`config.mk`:
```
export PLATFORM = sky130hd
export DESIGN_NAME = pwm_ramp_sequencer
export DESIGN_NICKNAME = d
export VERILOG_FILES = /design/src/rtl/pwm_pkg.sv /design/src/rtl/pwm_step_div.sv /design/src/rtl/pwm_ramp_sequencer.sv
export SDC_FILE = /design/constraint.sdc
export NUM_CORES = 1
export LEC_CHECK = 0
export ABC_CLOCK_PERIOD_IN_PS = 4000
export CAP_MARGIN = 0
export CORE_UTILIZATION = 55
export CTS_CLUSTER_SIZE = 8
export DETAILED_ROUTE_END_ITERATION = 10
export PLACE_DENSITY_LB_ADDON = 0.2
export SLEW_MARGIN = 5
export SYNTH_ARGS = -nofsm -noshare
export SYNTH_HDL_FRONTEND = slang
export SYNTH_HIERARCHICAL = 1
export SYNTH_SLANG_ARGS = --single-unit
```
`constraint.sdc`:
```
create_clock -name clk -period 4 [get_ports clk]
set_clock_uncertainty 0.2 [all_clocks]
set_input_delay 0.8 -clock clk [delete_from_list [all_inputs] [get_ports clk]]
set_output_delay 0.8 -clock clk [all_outputs]
set_load 0.01 [all_outputs]
```
`src/rtl/pwm_pkg.sv`:
```
// rtl/pwm_pkg.sv - shared state encoding and mode constants for the PWM ramp sequencer
package pwm_pkg;

  typedef enum logic [1:0] {
    ST_IDLE   = 2'd0,
    ST_DRAIN  = 2'd1,
    ST_SWITCH = 2'd2,
    ST_RAMP   = 2'd3
  } state_t;

  localparam logic SEL_960HZ        = 1'b0;
  localparam logic SEL_50HZ         = 1'b1;
  localparam int   DUTY_MAX_DEFAULT = 100;

endpackage

```
`src/rtl/pwm_step_div.sv`:
```
// rtl/pwm_step_div.sv - counts PWM period ticks and pulses step on every PERIODS_PER_STEP-th one
module pwm_step_div #(
  parameter int PERIODS_PER_STEP = 4
) (
  input  logic clk,
  input  logic rst_n,
  input  logic ena,
  input  logic tick,
  input  logic clear,
  output logic step
);

  localparam int CW = (PERIODS_PER_STEP > 1) ? $clog2(PERIODS_PER_STEP) : 1;
  localparam logic [CW-1:0] LAST = CW'(PERIODS_PER_STEP - 1);

  logic [CW-1:0] count;

  // clear outranks a coincident tick so that tick is never counted
  assign step = ena & tick & ~clear & (count == LAST);

  always_ff @(posedge clk or negedge rst_n) begin
    if (!rst_n) begin
      count <= '0;
    end else if (ena) begin
      if (clear) begin
        count <= '0;
      end else if (tick) begin
        count <= step ? '0 : count + 1'b1;
      end
    end
  end

endmodule

```
`src/rtl/pwm_ramp_sequencer.sv`:
```
// rtl/pwm_ramp_sequencer.sv - period-aligned duty ramp with drain-before-mode-switch sequencing
module pwm_ramp_sequencer
  import pwm_pkg::*;
#(
  parameter int WIDTH            = 7,
  parameter int STEP             = 1,
  parameter int PERIODS_PER_STEP = 4,
  parameter int DUTY_MAX         = DUTY_MAX_DEFAULT
) (
  input  logic             clk,
  input  logic             rst_n,
  input  logic             ena,
  input  logic             period_tick,
  input  logic             cmd_valid,
  output logic             cmd_ready,
  input  logic [WIDTH-1:0] cmd_duty,
  input  logic             cmd_sel,
  output logic [WIDTH-1:0] duty_o,
  output logic             sel_o,
  output logic             busy,
  output logic             done
);

  localparam logic [WIDTH:0] STEP_W = (WIDTH + 1)'(STEP);
  localparam logic [WIDTH:0] DMAX_W = (WIDTH + 1)'(DUTY_MAX);

  state_t           state;
  logic [WIDTH-1:0] target;
  logic             tgt_sel;
  logic             accept;
  logic             div_clear;
  logic             step;

  logic [WIDTH:0]   duty_w;
  logic [WIDTH:0]   tgt_w;
  logic [WIDTH:0]   cmd_w;
  logic [WIDTH:0]   up_sum;
  logic [WIDTH:0]   down_gap;
  logic [WIDTH-1:0] cmd_clamped;
  logic [WIDTH-1:0] drain_next;
  logic [WIDTH-1:0] ramp_next;

  assign cmd_ready = ena & (state == ST_IDLE);
  assign busy      = (state != ST_IDLE);
  assign accept    = cmd_valid & cmd_ready;
  assign div_clear = accept | (ena & period_tick & (state == ST_SWITCH));

  // One extra bit of headroom keeps the step arithmetic from wrapping at either end
  assign duty_w      = {1'b0, duty_o};
  assign tgt_w       = {1'b0, target};
  assign cmd_w       = {1'b0, cmd_duty};
  assign up_sum      = duty_w + STEP_W;
  assign down_gap    = duty_w - tgt_w;
  assign cmd_clamped = (cmd_w > DMAX_W) ? DMAX_W[WIDTH-1:0] : cmd_duty;
  assign drain_next  = (duty_w > STEP_W) ? (duty_o - STEP_W[WIDTH-1:0]) : '0;
  assign ramp_next   = (duty_w < tgt_w)
                     ? ((up_sum >= tgt_w) ? target : up_sum[WIDTH-1:0])
                     : ((down_gap <= STEP_W) ? target : (duty_o - STEP_W[WIDTH-1:0]));

  pwm_step_div #(
    .PERIODS_PER_STEP(PERIODS_PER_STEP)
  ) u_step_div (
    .clk   (clk),
    .rst_n (rst_n),
    .ena   (ena),
    .tick  (period_tick),
    .clear (div_clear),
    .step  (step)
  );

  always_ff @(posedge clk or negedge rst_n) begin
    if (!rst_n) begin
      state   <= ST_IDLE;
      duty_o  <= '0;
      sel_o   <= SEL_960HZ;
      target  <= '0;
      tgt_sel <= SEL_960HZ;
      done    <= 1'b0;
    end else if (!ena) begin
      done <= 1'b0;
    end else begin
      done <= 1'b0;
      case (state)
        ST_IDLE: begin
          if (accept) begin
            target  <= cmd_clamped;
            tgt_sel <= cmd_sel;
            if (cmd_sel != sel_o) begin
              state <= (duty_o != '0) ? ST_DRAIN : ST_SWITCH;
            end else if (duty_o != cmd_clamped) begin
              state <= ST_RAMP;
            end else begin
              done <= 1'b1;
            end
          end
        end
        ST_DRAIN: begin
          if (step) begin
            duty_o <= drain_next;
            if (drain_next == '0) begin
              state <= ST_SWITCH;
            end
          end
        end
        // Mode changes only at a period boundary with the output already at zero
        ST_SWITCH: begin
          if (period_tick) begin
            sel_o <= tgt_sel;
            if (target != '0) begin
              state <= ST_RAMP;
            end else begin
              state <= ST_IDLE;
              done  <= 1'b1;
            end
          end
        end
        ST_RAMP: begin
          if (step) begin
            duty_o <= ramp_next;
            if (ramp_next == target) begin
              state <= ST_IDLE;
              done  <= 1'b1;
            end
          end
        end
        default: state <= ST_IDLE;
      endcase
    end
  end

endmodule

```
== Yosys cells after proc, flatten, opt, wreduce, memory -nomap -nowiden ==
Index checks and enable logic that the tools add are counted.

* Output and inout port bits: 11
* Flip-flop bits (word level): 21

* Order comparisons: 5
* Bitwise operators: 8
* Mux-type cells: 31
* Add/subtract/negate cells: 4
* Equal/unequal tests: 14
* Reduce and logical (&&, ||, !) cells: 12

{| class="wikitable"
|+ Operators by type and width
! operator !! count
|-
| 7-bit two-way mux || 7
|-
| 2-bit two-way mux || 13
|-
| 7-bit case mux with 2 select lines || 1
|-
| 7-bit nonzero test || 2
|-
| 7-bit by 1-bit adder with 8-bit output (second input constant) || 1
|-
| 8-bit by 7-bit >= comparator with 1-bit output || 1
|-
| 8-bit by 1-bit less-or-equal comparator with 1-bit output (second input constant) || 1
|-
| 1-bit two-way mux || 8
|-
| 2-bit inequality test (second input constant) || 4
|-
| 2-bit case mux with 4 select lines || 1
|-
| 8-bit AND reduction || 1
|-
| 7-bit by 7-bit subtractor with 8-bit output || 1
|-
| 7-bit equality test || 1
|-
| 7-bit by 1-bit > comparator with 1-bit output (second input constant) || 1
|-
| 7-bit > comparator (second input constant) || 1
|-
| 7-bit zero test || 1
|-
| 7-bit < comparator || 1
|-
| 7-bit inequality test || 1
|-
| 7-bit by 1-bit subtractor with 7-bit output (second input constant) || 1
|-
| 1-bit AND || 6
|-
| 2-bit equality test (second input constant) || 3
|-
| 3-bit AND reduction || 2
|-
| 2-bit nonzero test || 3
|-
| 2-bit by 1-bit inequality test with 1-bit output (second input constant) || 2
|-
| other kinds (10) || 10
|}

== Longest topological paths before layout ==
Gate-level depths: netlist of run 1.

* Depth in word-level cells: 10
* Depth in mapped cells: 13
* Mapped depth without buffers: 11

== By module ==
Netlist of run 1, hierarchy kept.

{| class="wikitable"
|+ Modules (own cells, without submodules)
! module !! sequential area each (sq um) !! area an instance (sq um) !! cells an instance !! times used
|-
| pwm_ramp_sequencer || 475.5 || 2339.7 || 293 || 1
|-
| pwm_step_div || 50.0 || 132.6 || 12 || 1
|}

== Worst setup path after synthesis of run 1 ==
OpenSTA, ideal clock, no wires.

* Path type: register to register
* Start point: reg duty_o[0]
* End point: reg duty_o[2]
* Cell stages (with the launch flop): 13
* Required time: 3674 ps
* Buffers on the path: 2
* Slack: 769 ps
* Data arrival time: 2905 ps
* Cell sequence: dfrtp_1 clkbuf_1 inv_1 ha_1 fa_1 nor2b_1 o21a_1 o311ai_1 o21bai_1 o21ai_1 buf_2 nand2_1 o311a_1

* Word-level cells in the longest chain between the ends: 6

{| class="wikitable"
|+ Ends and longest elaborated chain
! element !! line !! RTL
|-
| start: declaration || pwm_ramp_sequencer.sv:18 || <nowiki>output logic [WIDTH-1:0] duty_o,</nowiki>
|-
| start signal: assignment || pwm_ramp_sequencer.sv:99 || <nowiki>duty_o <= drain_next;</nowiki>
|-
| start signal: assignment || pwm_ramp_sequencer.sv:119 || <nowiki>duty_o <= ramp_next;</nowiki>
|-
| 7-bit by 7-bit subtractor with 8-bit output or 7-bit by 1-bit adder with 8-bit output (tied branches) || pwm_ramp_sequencer.sv:53, pwm_ramp_sequencer.sv:52 ||
|-
| 8-bit by 1-bit less-or-equal comparator with 1-bit output or 8-bit by 7-bit >= comparator with 1-bit output (tied branches) || pwm_ramp_sequencer.sv:58, pwm_ramp_sequencer.sv:57 ||
|-
| 7-bit two-way mux (on tied branches) || pwm_ramp_sequencer.sv:58, pwm_ramp_sequencer.sv:57 ||
|-
| 7-bit two-way mux || pwm_ramp_sequencer.sv:57 || <nowiki>? ((up_sum >= tgt_w) ? target : up_sum[WIDTH-1:0])</nowiki>
|-
| 7-bit two-way mux || pwm_ramp_sequencer.sv:118 || <nowiki>if (step) begin</nowiki>
|-
| 7-bit case mux with 2 select lines (*) || pwm_ramp_sequencer.sv:83 || <nowiki>case (state)</nowiki>
|}

Mark *: on every way between the ends. The rest lies on a longest branch, timed or not. The select of a mux whose other input is x is not followed.
A chain may end at the register's enable or synchronous reset.

== Final worst setup path of run 1 ==
* Start point: reg duty_o[1]
* End point: reg state[1]

* Word-level cells in the longest chain between the ends: 7

{| class="wikitable"
|+ Ends and longest elaborated chain
! element !! line !! RTL
|-
| 7-bit by 7-bit subtractor with 8-bit output or 7-bit by 1-bit adder with 8-bit output (tied branches) || pwm_ramp_sequencer.sv:53, pwm_ramp_sequencer.sv:52 ||
|-
| 8-bit by 1-bit less-or-equal comparator with 1-bit output or 8-bit by 7-bit >= comparator with 1-bit output (tied branches) || pwm_ramp_sequencer.sv:58, pwm_ramp_sequencer.sv:57 ||
|-
| 7-bit two-way mux (on tied branches) || pwm_ramp_sequencer.sv:58, pwm_ramp_sequencer.sv:57 ||
|-
| 7-bit two-way mux || pwm_ramp_sequencer.sv:57 ||
|-
| 7-bit equality test || pwm_ramp_sequencer.sv:120 || <nowiki>if (ramp_next == target) begin</nowiki>
|-
| 2-bit inequality test (no source line) || -- ||
|-
| 8-bit AND reduction (no source line) || -- ||
|-
| end signal: assignment || pwm_ramp_sequencer.sv:89 || <nowiki>state <= (duty_o != '0) ? ST_DRAIN : ST_SWITCH;</nowiki>
|-
| end: declaration || pwm_ramp_sequencer.sv:27 || <nowiki>state_t state;</nowiki>
|}

Parallel ways exist; a longest one is shown, timed or not. The select of a mux whose other input is x is not followed.

==> metrics.yaml, run 1 <==
worst_setup_path:
  startpoint_type: "register"
  cp_slowest_cell: "ha_1"
  cpPeakStageDelay_ps: 520
  path_max_fanout: 10
  endpoint_kind: "register"
  worstReg2RegEnd: "state[1]"
  r2r-start: "duty_o[1]"
  r2r_cells: 10
  cp.arrival_ps: 3390
  crit_required_ps: 4010
  reg2reg_setup_slack_ps: 610
  cpMostUsedCell: "ha_1"
  path_cells: "buf_4 > inv_1 > ha_1 > ha_1 > a2111oi_0 > o31ai_1 > nor2_1 > o41ai_1 > a221oi_1 > a211o_1"
  crit_type: "reg -> reg"
cells_and_area:
  drive_gt1_frac: 0.0828
  antennaDiodeCount: 0
  final_cell_mix: "xnor2_1 (25), nand2_1 (23), clkdlybuf4s50_1 (23)"
  nets: 359
  areaGrowthSynthToFinish_pct: 13.6
  utilization: 0.650
  layout.cells.non_filler: 378
  final_common_cell: "xnor2_1"
  design_area_um2: 2810
routing:
  drc: 0
  drt_iter0_drc: 121
  wirelength_um: 6670
  ant_nets: 0
  vias: 2469
  dr.pass1.iters: 5
  wire_per_inst_um: 17.6
  viasPerCell: 6.53
yosys:
  synth_nets: 337
  ys.flop_type: "dfrtp_1"
  ys_ff_latch: 21
  synth_area_um2: 2470
  seq_area_frac_synth: 0.213
  post_synth.cell_area_avg_um2: 8.11
  ys_warn_count: 6
  async_reset_ff_frac: 1.00
  netlist_instances: 305
  yosysUniqueCellTypes: 66
  synth-edff-count: 0
floorplan:
  placementRows: 24
  start_util: 0.572
  io_pins: 24
  fp.dieArea_um2: 4770
  die_h_um: 69.0
  core_um2: 4320
  die_w_um: 69.0
sta:
  worst_slack_ps: 612
  finalHoldViolations: 0
  period_needed_ps: 3390
  slew_viol_final: 0
  rsz0062_at_grt: "false"
  worst_slew_pin_slew_ps: 1020
  slew_headroom: 0.319
  setup_viol: 0
  min_period_over_period: 0.847
  max_freq_mhz: 295
  fin_setup_tns_ps: 0
power_and_ir_drop:
  swShare: 0.508
  ir_drop_mv: 0.308
  pwr-share-comb: 0.733
  internal_power_mw: 0.990
  pwr-share-clk: 0.074
  power_leakage_nw: 1.15
  power_frac_seq: 0.194
  cellPowerDensity_nw_per_um2: 716
  p_sw_mw: 1.02
grt:
  grt_max_degree: 22
  antenna_found_initial: 0
  grt_pass1_vias: 2312
  grt_overflow_total: 0
  gr-usage-all-layers: 0.298
  grt_pass1_wl_um: 11400
clock_tree:
  clk_latency_ps: 270
  cts_made_buffers: 3
  cts_hold_buf: 0
  cts_tree: "built"
  cts_resized: 0
  clk_pin_slew_worst_paths_ps: 90
  cts_sinks: 21
  clockRootBuffer: "clkbuf_8"
  post_cts_buffers: 0
  clockBufferDepth: 2
  htreeDepth: 1
hold_path:
  min_path_type: "reg -> reg"
  min_to: "sel_o"
  hold-path-cell-count: 1
  hp-start: "tgt_sel"
placement:
  globalplace.congestion: 1.03
  dp_hpwl_um: 5150
  pre_cts_slack_ps: 579
  io_buffers: 23
  place_area_um2: 2760
  place_inst: 374
outcome:
  status: "complete, no violations"
run:
  cap_viol_max_count: 0
-- power by group through the flow --
stage | Sequential, mW | Combinational [mW] | Clock, mW
6_report | 0.389 | 1.47 | 0.148
5_1_grt | 0.399 | 1.63 | 0.159
4_1_cts | 0.386 | 1.44 | 0.149
3_5_place_dp | 0.389 | 1.43 | 0
3_3_place_gp | 0.388 | 1.41 | 0
2_1_floorplan | 0.354 | 1.13 | 0
-- area by class of cell --
cell class	instances	area, µm²
inverters	16	60.1
clock buffers	3	41.3
repair buffers	33	305
flip-flops and latches	21	526
fillers	394	1520
well taps	52	65.1
clock inverters	1	5.00
multi-input cells	252	1810
-- routing by layer --
metal	GRT usage	up-vias	part of all wire
met5	0	-	0
met4	0.0930	0	0.024
met3	0.0365	20	0.073
met2	0.488	120	0.46
met1	0.408	1152	0.44
li1	-	1177	-
-- worst max-delay path by stage --
stage                      to         from
finish               state[1]    duty_o[1]
global route         state[1]    duty_o[1]
CTS                 duty_o[1]    duty_o[1]
detailed placement   state[0]  period_tick
global placement     state[0]  period_tick
floorplan           duty_o[2]    duty_o[0]
-- state kept, by name, indices dropped and copies added, names as in the netlist --
register and count:
done 1, u_step_div/count 2, target 7, sel_o 1, state 2, tgt_sel 1
duty_o 7
-- logic make-up after synthesis --
logic type      share of synthesized area
xor+xnor                            0.110
compound gates                      0.238
simple gates                        0.252
buf+inv                            0.0567
flops                               0.213
mux                                0.0314
fa+ha+maj                          0.0992
-- synthesized netlist by cell type (all sizes together), types with 4 or more instances --
| cell type | number | area share |
|---|---|---|
| a21oi | 10 | 0.020 |
| and3 | 8 | 0.020 |
| buf | 6 | 0.017 |
| clkbuf | 10 | 0.015 |
| dfrtp | 21 | 0.21 |
| ha | 18 | 0.091 |
| inv | 16 | 0.024 |
| mux2 | 6 | 0.027 |
| nand2 | 23 | 0.035 |
| nand2b | 5 | 0.013 |
| nand3 | 14 | 0.028 |
| nor2 | 19 | 0.029 |
| nor2b | 5 | 0.013 |
| nor3 | 12 | 0.026 |
| nor4 | 5 | 0.013 |
| o211ai | 7 | 0.023 |
| o21a | 6 | 0.018 |
| o21ai | 14 | 0.028 |
| or2 | 4 | 0.011 |
| xnor2 | 25 | 0.089 |
| xor2 | 6 | 0.021 |
-- worst max-delay path: cells and delay by family (launching register included) --
kind / cells / cell delay, ps
fa+ha+maj: 2 / 820
buf+inv: 2 / 310
simple gates: 1 / 180
compound gates: 5 / 1410
flops: 1 / 390
-- stage by stage --
| stage | power, mW | hold WS, ps |
|---|---|---|
| 2_1_floorplan | 1.49 | 275 |
| 3_3_place_gp | 1.80 | 293 |
| 3_5_place_dp | 1.82 | 290 |
| 4_1_cts | 1.98 | 309 |
| 5_1_grt | 2.19 | 324 |
| 6_report | 2.01 | 306 |
(Power assumes the default switching activity.)
==> run 2: changes to the inputs <==
ABC_CLOCK_PERIOD_IN_PS = 3100   (was 4000)
CORE_UTILIZATION = 53   (was 55)
clock period = 3.1 ns   (was 4 ns; I/O delays follow)
==> metrics.yaml, run 2 (synthesis results as in run 1) <==
floorplan:
  start_util: 0.560
  io_pins: 24
  core_um2: 4410
  fp.dieArea_um2: 4940
  die_w_um: 70.3
  placementRows: 24
  die_h_um: 70.3
cells_and_area:
  areaGrowthSynthToFinish_pct: 27.9
  final_cell_mix: "buf_4 (50), xnor2_1 (24), nand2_1 (23), clkdlybuf4s50_1 (23), dfrtp_1 (20)"
  top_regs: "duty_o x7, target x7"
  seqCellArea_um2: 527
  multiInputGateArea_um2: 1860
  fillCellCount: 372
  design_area_um2: 3160
  nets: 399
  antennaDiodeCount: 0
  final_common_cell: "buf_4"
  utilization: 0.716
  layout.cells.non_filler: 418
  drive_gt1_frac: 0.213
routing:
  wirelength_um: 7340
  vias: 2631
  drc: 0
  wire_per_inst_um: 17.6
  ant_nets: 0
  dr.pass1.iters: 4
  drt_iter0_drc: 187
  viasPerCell: 6.29
worst_setup_path:
  crit_type: "reg -> reg"
  cp.arrival_ps: 3030
  startpoint_type: "register"
  path_max_fanout: 7
  endpoint_kind: "register"
  crit_required_ps: 3050
  r2r_cells: 11
placement:
  place_inst: 411
  place_area_um2: 3040
  dp_hpwl_um: 5730
  globalplace.congestion: 0.939
  io_buffers: 23
run:
  cap_viol_max_count: 0
grt:
  grt_pass1_wl_um: 12200
  grt_pass1_vias: 2524
  grt_max_degree: 22
  antenna_found_initial: 0
  gr-usage-all-layers: 0.309
  grt_overflow_total: 0
clock_tree:
  cts_made_buffers: 3
  clk_pin_slew_worst_paths_ps: 80
  clockBufferDepth: 2
  cts_sinks: 21
  clockRootBuffer: "clkbuf_8"
  htreeDepth: 1
  clk_latency_ps: 260
  cts_hold_buf: 0
  cts_tree: "built"
power_and_ir_drop:
  cellPowerDensity_nw_per_um2: 936
  power_leakage_nw: 1.36
  p_total_mw: 2.96
  ir_drop_mv: 0.418
sta:
  hold_ws_ps: 336
  worst_slew_pin_slew_ps: 577
  max_freq_mhz: 325
  slew_headroom: 0.612
  finalHoldViolations: 0
  min_period_over_period: 0.994
  period_needed_ps: 3080
  slew_viol_final: 0
  setup_viol: 0
  rsz0062_at_grt: "true"
hold_path:
  hold-path-cell-count: 1
  min_path_type: "reg -> reg"
outcome:
  status: "complete, no violations"
-- run 2: routing by layer --
layer	part of all wire	global-route usage	wire, µm
met1	0.43	0.433	3140
met3	0.082	0.0418	603
met2	0.47	0.488	3450
met5	0	0	0
met4	0.019	0.100	140
-- run 2: final timing paths --
kind / start / endpoint / slack (ps)
worst min register to register: tgt_sel / tgt_sel / 340
worst min-delay path: tgt_sel / tgt_sel / 340
min in group asynchronous: rst_n / target[0] / 490
worst max register to register: duty_o[3] / duty_o[1] / 20
max in group asynchronous: rst_n / duty_o[0] / 1960
worst max-delay path: duty_o[3] / duty_o[1] / 20
-- run 2: power by group --
part           total [mW]  internal (mW)  switching (mW)
sequential          0.452          0.355          0.0976
clock               0.190         0.0898           0.100
combinational        2.32           1.12            1.20
total                2.96           1.56            1.39
-- run 2: final cells by class --
class	instances	area share
repair buffers	73	0.192
well taps	52	0.0206
clock inverters	1	0.00158
flip-flops and latches	21	0.167
multi-input cells	252	0.588
inverters	16	0.0190
clock buffers	3	0.0131
-- run 2: through the flow --
| step | setup WS (ps) | setup TNS [ps] |
|---|---|---|
| global route | -98.7 | -354 |
| global placement | 19.8 | 0 |
| detailed placement | -9.72 | -18.7 |
| floorplan | 39.2 | 0 |
| finish | 18.6 | 0 |
| CTS | 30.9 | 0 |
-- run 2: what timing repair did --
action / in CTS / in global routing
endpoints found under the setup margin: 1 / 8
gates resized for setup: 1 / 11
pin swaps: 0 / 2
buffers inserted: 0 / 3
-- run 2: critical path, cell delays in order, from the launching register on --
cell and delay, ps:
dfrtp_1 420, and4_4 250, nand2_1 110, xnor2_2 160, ha_1 300, a21o_1 180, a221oi_2 310, o31ai_1 140
or2_4 310, or3_1 360, o211ai_1 100, a22oi_1 120
==> run 3: changes to the inputs <==
SETUP_SLACK_MARGIN = 0.05   (was default)
==> metrics.yaml, run 3 (synthesis results as in run 1) <==
grt:
  grt_overflow_total: 0
  grt_pass1_wl_um: 12300
  grt_pass1_vias: 2594
  antenna_found_initial: 0
  gr-usage-all-layers: 0.315
  grt_max_degree: 22
cells_and_area:
  areaGrowthSynthToFinish_pct: 31.5
  seqCellArea_um2: 529
  final_cell_mix: "buf_4 (53), xnor2_1 (24), clkdlybuf4s50_1 (23)"
  drive_gt1_frac: 0.243
  nets: 403
  layout.cells.non_filler: 422
  final_common_cell: "buf_4"
  fillCellCount: 334
  top_regs: "duty_o x7, target x7"
  utilization: 0.736
  multiInputGateArea_um2: 1910
  antennaDiodeCount: 0
clock_tree:
  clk_latency_ps: 270
  cts_tree: "built"
  clockBufferDepth: 2
  clockRootBuffer: "clkbuf_8"
  htreeDepth: 1
  clk_pin_slew_worst_paths_ps: 90
  cts_sinks: 21
  cts_made_buffers: 3
worst_setup_path:
  reg2reg_setup_slack_ps: 100
  path_max_fanout: 8
  crit_required_ps: 3050
  endpoint_kind: "register"
  r2r-start: "duty_o[0]"
  crit_type: "reg -> reg"
  cp.arrival_ps: 2950
  startpoint_type: "register"
  r2r_cells: 12
  worstReg2RegEnd: "duty_o[1]"
routing:
  viasPerCell: 6.21
  ant_nets: 0
  dr.pass1.iters: 4
  drt_iter0_drc: 266
  vias: 2619
  wire_per_inst_um: 17.7
  drc: 0
  wirelength_um: 7470
floorplan:
  placementRows: 24
  io_pins: 24
  die_h_um: 70.3
  fp.dieArea_um2: 4940
  die_w_um: 70.3
  core_um2: 4410
  start_util: 0.560
power_and_ir_drop:
  power_leakage_nw: 1.38
  cellPowerDensity_nw_per_um2: 949
  ir_drop_mv: 0.457
  p_total_mw: 3.09
sta:
  rsz0062_at_grt: "true"
  hold_ws_ps: 313
  slew_headroom: 0.628
  period_needed_ps: 3000
  max_freq_mhz: 333
  slew_viol_final: 0
  setup_viol: 0
  finalHoldViolations: 0
  worst_slew_pin_slew_ps: 556
  min_period_over_period: 0.968
placement:
  io_buffers: 23
  place_inst: 417
  dp_hpwl_um: 5840
  globalplace.congestion: 0.950
outcome:
  status: "complete, no violations"
run:
  cap_viol_max_count: 0
hold_path:
  min_to: "sel_o"
  hold-path-cell-count: 1
  hp-start: "tgt_sel"
  min_path_type: "reg -> reg"
[run 3: changes by cell type in the layout (fill, tap and decap cells not counted), sizes merged]
cell,before,now
buf,50,54
clkinv,1,0
clkbuf,3,4
[run 3: metrics by stage]
step,area (µm²),TNS (ps),setup slack [ps]
after global placement,3090,0,57.3
after global routing,3250,-1.05,-1.05
after floorplan,2480,0,43.3
after detailed placement,3090,0,20.8
after CTS,3130,0,69.4
final,3250,0,100
[run 3: worst max-delay path by stage]
stage,startpoint,to,cells after the start
4_1_cts,duty_o[0],duty_o[1],12
2_1_floorplan,duty_o[0],duty_o[2],12
5_1_grt,duty_o[0],duty_o[1],12
3_5_place_dp,period_tick,duty_o[4],11
6_report,duty_o[0],duty_o[1],12
3_3_place_gp,cmd_valid,duty_o[4],11
[run 3: metal layers]
layer  track usage  vias up  routed length [µm]  part of all wire
li1              -     1264                   -                 -
met1         0.432     1257                3440              0.46
met2         0.489       78                3390              0.45
met3        0.0664       20                 489             0.065
met4         0.107        0                 153             0.020
met5             0        -                   0                 0
[run 3: area by class of cell]
type	count	area share
clock buffer	4	0.0139
inverter	16	0.0185
multi-input combinational	252	0.588
sequential	21	0.163
tap	52	0.0200
timing repair buffer	77	0.197
[run 3: report_power, final]
group          total, mW  switching, mW  internal [mW]
clock              0.195          0.103         0.0919
sequential         0.463          0.107          0.356
combinational       2.43           1.26           1.17
[run 3: timing repair]
item | 4_1_cts | 5_1_grt
hold buffers | 0 | 0
setup buffers | 0 | 1
resized for setup | 1 | 26
pin swaps | 0 | 5
hold endpoints to repair | 0 | 0
endpoints found under the setup margin | 4 | 10
[run 3: critical path: stages (launching register included)]
cell      delay (ps)
dfrtp_2          400
buf_4            110
and4_4           240
nand2_2           90
xnor2_2          160
ha_1             300
a21o_1           170
a221oi_2         250
o31ai_2          110
or2_4            300
or3_1            350
o211ai_1          90
a22oi_1          100
